`src/rtl/uart_wb_peripheral_pkg.sv`:
```
// uart_wb_pkg: register addresses, CTRL/STATUS bit positions, TX FSM states and address decode helper
package uart_wb_pkg;
  localparam logic [2:0] ADR_CTRL = 3'h3;
  localparam logic [2:0] ADR_BAUD = 3'h4;
  localparam logic [2:0] ADR_STATUS = 3'h5;
  localparam logic [2:0] ADR_TXBUF = 3'h7;
  localparam int CTRL_START = 7;
  localparam int STAT_DONE = 5;
  localparam int STAT_BUSY = 0;
  localparam logic [1:0] ST_IDLE = 2'd0;
  localparam logic [1:0] ST_START = 2'd1;
  localparam logic [1:0] ST_DATA = 2'd2;
  localparam logic [1:0] ST_STOP = 2'd3;
  function automatic logic reg_mapped(input logic [31:0] adr);
    return adr[31:3] == '0 && adr[2:0] inside {ADR_CTRL, ADR_BAUD, ADR_STATUS, ADR_TXBUF};
  endfunction
endpackage

```
`src/rtl/uart_wb_peripheral_if.sv`:
```
// uart_wb_if: Wishbone slave bus (adr_i, dat_i, we_i, sel_i, cyc_i, stb_i in; dat_o, ack_o, err_o out)
interface uart_wb_if;
  logic [31:0] adr_i;
  logic [31:0] dat_i;
  logic [31:0] dat_o;
  logic [3:0] sel_i;
  logic we_i;
  logic cyc_i;
  logic stb_i;
  logic ack_o;
  logic err_o;
  modport master(output adr_i, dat_i, sel_i, we_i, cyc_i, stb_i, input dat_o, ack_o, err_o);
  modport slave(input adr_i, dat_i, sel_i, we_i, cyc_i, stb_i, output dat_o, ack_o, err_o);
endinterface

```
`src/rtl/uart_wb_peripheral_baud_nco.sv`:
```
// uart_baud_nco: 32-bit phase accumulator (clk_i, rst_i, en, clr, inc in; tick = carry-out while en)
module uart_baud_nco (
  input  logic        clk_i,
  input  logic        rst_i,
  input  logic        en,
  input  logic        clr,
  input  logic [31:0] inc,
  output logic        tick
);
  logic [31:0] acc;
  logic [32:0] sum;
  assign sum = {1'b0, acc} + {1'b0, inc};
  assign tick = en & sum[32];
  always_ff @(posedge clk_i or posedge rst_i)
    if (rst_i) acc <= '0;
    else acc <= clr ? '0 : en ? sum[31:0] : acc;
endmodule

```
`src/rtl/uart_wb_peripheral.sv`:
```
// uart_wb_peripheral: Wishbone-mapped UART transmitter (clk_i, rst_i, bus slave; tx_o serial out, busy_o frame active)
module uart_wb_peripheral
  import uart_wb_pkg::*;
#(
  parameter int unsigned CLK_HZ = 50000000
) (
  input  logic      clk_i,
  input  logic      rst_i,
  uart_wb_if.slave  bus,
  output logic      tx_o,
  output logic      busy_o
);
  logic [1:0] state;
  logic [7:0] txbuf, shreg;
  logic [31:0] baud, status, rdata;
  logic [2:0] cnt;
  logic done, tick, req, map, wr, start, done_set, unused_ok;
  assign unused_ok = ^{bus.sel_i, 32'(CLK_HZ)};
  assign req = bus.cyc_i & bus.stb_i & ~bus.ack_o & ~bus.err_o;
  assign map = reg_mapped(bus.adr_i);
  assign wr = req & map & bus.we_i;
  assign start = wr & bus.adr_i[2:0] == ADR_CTRL & bus.dat_i[CTRL_START] & state == ST_IDLE;
  assign done_set = tick & state == ST_STOP;
  assign busy_o = state != ST_IDLE;
  assign tx_o = state == ST_START ? 1'b0 : state == ST_DATA ? shreg[0] : 1'b1;
  assign status = (32'(done) << STAT_DONE) | (32'(busy_o) << STAT_BUSY);
  always_comb
    rdata = bus.adr_i[2:0] == ADR_BAUD ? baud :
            bus.adr_i[2:0] == ADR_STATUS ? status :
            bus.adr_i[2:0] == ADR_TXBUF ? {24'b0, txbuf} : '0;
  uart_baud_nco u_nco (
    .clk_i(clk_i),
    .rst_i(rst_i),
    .en(busy_o),
    .clr(~busy_o),
    .inc(baud),
    .tick(tick)
  );
  always_ff @(posedge clk_i or posedge rst_i)
    if (rst_i) begin
      bus.ack_o <= 1'b0;
      bus.err_o <= 1'b0;
      bus.dat_o <= '0;
    end else begin
      bus.ack_o <= req & map;
      bus.err_o <= req & ~map;
      bus.dat_o <= req & map & ~bus.we_i ? rdata : '0;
    end
  always_ff @(posedge clk_i or posedge rst_i)
    if (rst_i) begin
      baud <= '0;
      txbuf <= '0;
      done <= 1'b0;
    end else begin
      if (wr && bus.adr_i[2:0] == ADR_BAUD) baud <= bus.dat_i;
      if (wr && bus.adr_i[2:0] == ADR_TXBUF) txbuf <= bus.dat_i[7:0];
      done <= done_set | (done & ~(wr & bus.adr_i[2:0] == ADR_STATUS & ~bus.dat_i[STAT_DONE]));
    end
  always_ff @(posedge clk_i or posedge rst_i)
    if (rst_i) begin
      state <= ST_IDLE;
      shreg <= '0;
      cnt <= '0;
    end else if (start) begin
      state <= ST_START;
      shreg <= txbuf;
      cnt <= '0;
    end else if (tick) begin
      case (state)
        ST_START: state <= ST_DATA;
        ST_DATA: begin
          shreg <= shreg >> 1;
          cnt <= cnt + 3'd1;
          if (cnt == 3'd7) state <= ST_STOP;
        end
        ST_STOP: state <= ST_IDLE;
        default: state <= ST_IDLE;
      endcase
    end
endmodule

```
`src/flat_wrapper.sv`:
```
// flat-port wrapper written by rule: the top's interface ports become plain ports
module uart_wb_peripheral_flat import uart_wb_pkg::*;
#(
  parameter int unsigned CLK_HZ = 50000000
)
  (clk_i, rst_i, tx_o, busy_o, bus_adr_i, bus_dat_i, bus_sel_i, bus_we_i, bus_cyc_i, bus_stb_i, bus_dat_o, bus_ack_o, bus_err_o);
  uart_wb_if bus_i ();
  input  logic clk_i;
  input  logic rst_i;
  output logic tx_o;
  output logic busy_o;
  input wire logic [$bits(bus_i.adr_i)-1:0] bus_adr_i;
  input wire logic [$bits(bus_i.dat_i)-1:0] bus_dat_i;
  input wire logic [$bits(bus_i.sel_i)-1:0] bus_sel_i;
  input wire logic [$bits(bus_i.we_i)-1:0] bus_we_i;
  input wire logic [$bits(bus_i.cyc_i)-1:0] bus_cyc_i;
  input wire logic [$bits(bus_i.stb_i)-1:0] bus_stb_i;
  output wire logic [$bits(bus_i.dat_o)-1:0] bus_dat_o;
  output wire logic [$bits(bus_i.ack_o)-1:0] bus_ack_o;
  output wire logic [$bits(bus_i.err_o)-1:0] bus_err_o;
  assign bus_i.adr_i = bus_adr_i;
  assign bus_i.dat_i = bus_dat_i;
  assign bus_i.sel_i = bus_sel_i;
  assign bus_i.we_i = bus_we_i;
  assign bus_i.cyc_i = bus_cyc_i;
  assign bus_i.stb_i = bus_stb_i;
  assign bus_dat_o = bus_i.dat_o;
  assign bus_ack_o = bus_i.ack_o;
  assign bus_err_o = bus_i.err_o;
  uart_wb_peripheral #(.CLK_HZ(CLK_HZ)) u_core (.clk_i(clk_i), .rst_i(rst_i), .bus(bus_i), .tx_o(tx_o), .busy_o(busy_o));
endmodule
```
`config.mk`:
```
export PLATFORM = sky130hd
export DESIGN_NAME = uart_wb_peripheral_flat
export DESIGN_NICKNAME = d
export VERILOG_FILES = /design/src/rtl/uart_wb_peripheral_pkg.sv /design/src/rtl/uart_wb_peripheral_if.sv /design/src/rtl/uart_wb_peripheral_baud_nco.sv /design/src/rtl/uart_wb_peripheral.sv /design/src/flat_wrapper.sv
export SDC_FILE = /design/constraint.sdc
export NUM_CORES = 1
export LEC_CHECK = 0
export ABC_CLOCK_PERIOD_IN_PS = 5600
export CAP_MARGIN = 10
export CORE_ASPECT_RATIO = 1.25
export CORE_MARGIN = 2
export CORE_UTILIZATION = 40
export CTS_CLUSTER_DIAMETER = 30
export DETAILED_ROUTE_END_ITERATION = 8
export PLACE_DENSITY = 0.74
export SETUP_SLACK_MARGIN = 0.05
export SYNTH_ARGS = -nofsm -noshare
export SYNTH_HDL_FRONTEND = slang
export SYNTH_HIERARCHICAL = 1
export SYNTH_SLANG_ARGS = --single-unit
```
`constraint.sdc`:
```
create_clock -name clk_i -period 5.6 [get_ports clk_i]
set_input_delay 1.12 -clock clk_i [delete_from_list [all_inputs] [get_ports clk_i]]
set_output_delay 1.12 -clock clk_i [all_outputs]
set_load 0.02 [all_outputs]
```
==> flow_metrics.env <==
export IMPL_cts_max_level=4
export IMPL_clk_latency_ns=0.42
export IMPL_io_pins=109
export IMPL_critical_path_class="reg2reg"
export IMPL_r2r_start="u_core/baud[0]$_DFFE_PP0P_"
export IMPL_placedCellCount=941
export IMPL_coreArea_um2=16710
export IMPL_cts_root_buf="clkbuf_16"
export IMPL_power_leakage_uw=0.004238
export IMPL_final_common_cell="dfrtp_1"
export IMPL_p_seq_share_pct=43.1
export IMPL_die_area_um2=18020
export IMPL_die_h_um=149.6
export IMPL_fin_skew_ns=0.006737
export IMPL_drt_vias_per_instance=5.314
export IMPL_grt_pass1_wl_um=25690
export IMPL_power_frac_comb_pct=4.1
export IMPL_whs_path_depth=2
export IMPL_r2r_cells=15
export IMPL_worstSetupEndpointType="register"
export IMPL_reg2reg_to="u_core/shreg[1]$_DFFE_PP0P_"
export IMPL_diodes=0
export IMPL_cts_hold_buf=0
export IMPL_fin_tns_setup_ns=0
export IMPL_track_usage_pct=18.06
export IMPL_port_buffers=104
export IMPL_clk_pin_slew_worst_paths_ns=0.06
export IMPL_maxCapViolCount=0
export IMPL_routed_wl_um=15510
export IMPL_fin_util_pct=51.62
export IMPL_hold_viol_final=0
export IMPL_synth_nets=749
export IMPL_areaGrowthSynthToFinish_pct=27.19
export IMPL_wl_per_cell_um=15.94
export IMPL_grt_pass1_vias=5216
export IMPL_setup_viol=0
export IMPL_finalMaxSlewViolations=0
export IMPL_antenna_found_initial=0
export IMPL_period_share_pct=78.42
export IMPL_synth_distinct_cells=68
export IMPL_layout_common_cells="120 x dfrtp_1, 104 x clkdlybuf4s50_1, 48 x nor2_1"
export IMPL_cp_startpoint="u_core/baud[0]$_DFFE_PP0P_"
export IMPL_rrSetupSlack_ns=1.21
export IMPL_clock_sinks=120
export IMPL_power_uw=2014
export IMPL_pwr_share_clk_pct=52.8
export IMPL_power_density_nw_per_um2=233.5
export IMPL_swShare_pct=22.30
export IMPL_drtAntennaViolNets=0
export IMPL_cts_buffers=17
export IMPL_rsz0062_at_grt="no"
export IMPL_synth_cells=636
export IMPL_start_kind="register"
export IMPL_postCtsSetupBuffers=0
export IMPL_fmax_ghz=0.2277
export IMPL_post_route_drc_count=0
export IMPL_synthFlopType="dfrtp_1"
export IMPL_status="finished, final reports clean"
export IMPL_drt_first_pass_iters=5
export IMPL_fin_crit_ns=4.391
export IMPL_hold_class="reg2reg"
export IMPL_async_flop_share_pct=100.0
export IMPL_fp_row_count=53
export IMPL_arrival_ns=4.69
export IMPL_start_util_pct=40.59
export IMPL_ys_seq_elements=120
export IMPL_gp_congestion=0.8744
export IMPL_peakVddDrop_mv=0.1973
export IMPL_cts_buffer_depth=2
export IMPL_synth_warnings=6
export IMPL_min_to="u_core/u_nco/acc[22]$_DFFE_PP0P_"
export IMPL_yosysSeqAreaShare_pct=44.27
export IMPL_p_switching_uw=449.2
export IMPL_hold_start="u_core/u_nco/acc[22]$_DFFE_PP0P_"
export IMPL_relSlewSlack_pct=47.60
export IMPL_post_cts_resized=0
export IMPL_nNetsFinal=853
export IMPL_vias=5171
export IMPL_worstMarginPinSlew_ns=0.7860
export IMPL_synth_edf_count=0
export IMPL_path_max_fanout=11
export IMPL_gr_total_overflow=0
export IMPL_place_hpwl_um=10840
export IMPL_cts_tree="yes"
export IMPL_crit_required_ns=5.90
export IMPL_syn_cell_area_um2=6783
export IMPL_die_x_um=120.5
export IMPL_p_int_uw=1565
export IMPL_layout_drive_gt1_share_pct=14.48
export IMPL_syn_avg_cell_area_um2=10.66
export IMPL_drt_iter0_markers=262
export IMPL_instances_no_fill=973
export IMPL_grt_max_degree=46
## critical path, stage by stage, from the launching register on
cell and delay, ns:
dfrtp_1 0.39, ha_1 0.20, inv_1 0.06, fa_1 0.39, nor2b_1 0.18, o2111ai_1 0.15
a311oi_1 0.63, o21ai_0 0.29, a21oi_1 0.29, nand3_1 0.19, o21a_1 0.24, nor3_1 0.13
buf_4 0.18, nand2_1 0.30, mux2_2 0.39, mux2_4 0.25
## cell type report
cell class              count  area (um2)
clock inverters            12       117.6
well taps                 220       275.3
repair buffers            111        1094
inverters                  20       76.32
clock buffers              20       466.7
flip-flops and latches    120        3003
multi-input cells         470        3595
fillers                  1502        8084
## state kept, by name (all words and copies together), names as in the netlist
| register | count |
|---|---|
| u_core/done | 1 |
| u_core/cnt | 3 |
| u_core/bus.dat_o | 32 |
| u_core/bus.err_o | 1 |
| u_core/bus.ack_o | 1 |
| u_core/baud | 32 |
| u_core/shreg | 8 |
| u_core/u_nco/acc | 32 |
| u_core/state | 2 |
| u_core/txbuf | 8 |
## cell usage after synthesis (all sizes together), types with 12 or more instances
| library cell | number | share of area [%] |
|---|---|---|
| and2 | 27 | 2.5 |
| nand2 | 47 | 2.6 |
| buf | 12 | 1.1 |
| dfrtp | 120 | 44 |
| mux2i | 19 | 2.8 |
| clkbuf | 14 | 0.77 |
| o21ai | 24 | 1.8 |
| a21o | 18 | 2.0 |
| xnor2 | 14 | 1.8 |
| mux2 | 56 | 10 |
| inv | 19 | 1.1 |
| nand3 | 15 | 1.3 |
| a21oi | 35 | 2.6 |
| nor2 | 48 | 2.7 |
| ha | 39 | 7.2 |
## stage by stage
stage               hold WS (ns)  setup WS, ns  area (um2)
CTS                       0.4977         1.309        8627
global route              0.5200        0.9857        8627
detailed placement        0.4853         1.385        8043
floorplan                 0.4538         1.796        6783
finish                    0.4930         1.209        8627
global placement          0.4782         1.412        8043
## power groups by stage
stage	Combinational [uW]	Sequential [uW]	Clock, uW
2_1_floorplan	23.1	884	0
3_3_place_gp	83.6	884	0
3_5_place_dp	84.4	884	0
4_1_cts	84.6	868	1090
5_1_grt	91.3	868	1130
6_report	82.4	868	1060
## metal layers
metal | share of wire [%] | up-vias | track usage, %
met1 | 43 | 2501 | 21.84
met5 | 0 | - | 0
met4 | 2.3 | 0 | 7.849
met3 | 4.9 | 29 | 3.963
li1 | - | 2505 | -
met2 | 49 | 136 | 30.88
## cell families after synthesis
logic type               after synthesis  synth area share, %
flip-flops                           120                44.27
XOR/XNOR                              24                3.099
buffers and inverters                 46                2.988
adder cells (fa/ha/maj)               40                7.489
multiplexers                          75                12.93
AO/OA/AOI/OAI                        135                13.52
AND/OR/NAND/NOR                      196                15.70
## worst max-delay path by stage
| stage | end | slack, ns | cells past startpoint |
|---|---|---|---|
| 6_report | u_core/shreg[1]$_DFFE_PP0P_ | 1.21 | 15 |
| 5_1_grt | u_core/shreg[1]$_DFFE_PP0P_ | 0.99 | 15 |
| 4_1_cts | u_core/shreg[1]$_DFFE_PP0P_ | 1.31 | 15 |
| 3_5_place_dp | u_core/shreg[2]$_DFFE_PP0P_ | 1.38 | 15 |
| 3_3_place_gp | u_core/shreg[4]$_DFFE_PP0P_ | 1.41 | 15 |
| 2_1_floorplan | u_core/shreg[0]$_DFFE_PP0P_ | 1.80 | 15 |
Note: power is estimated with default switching activity, not from simulation.
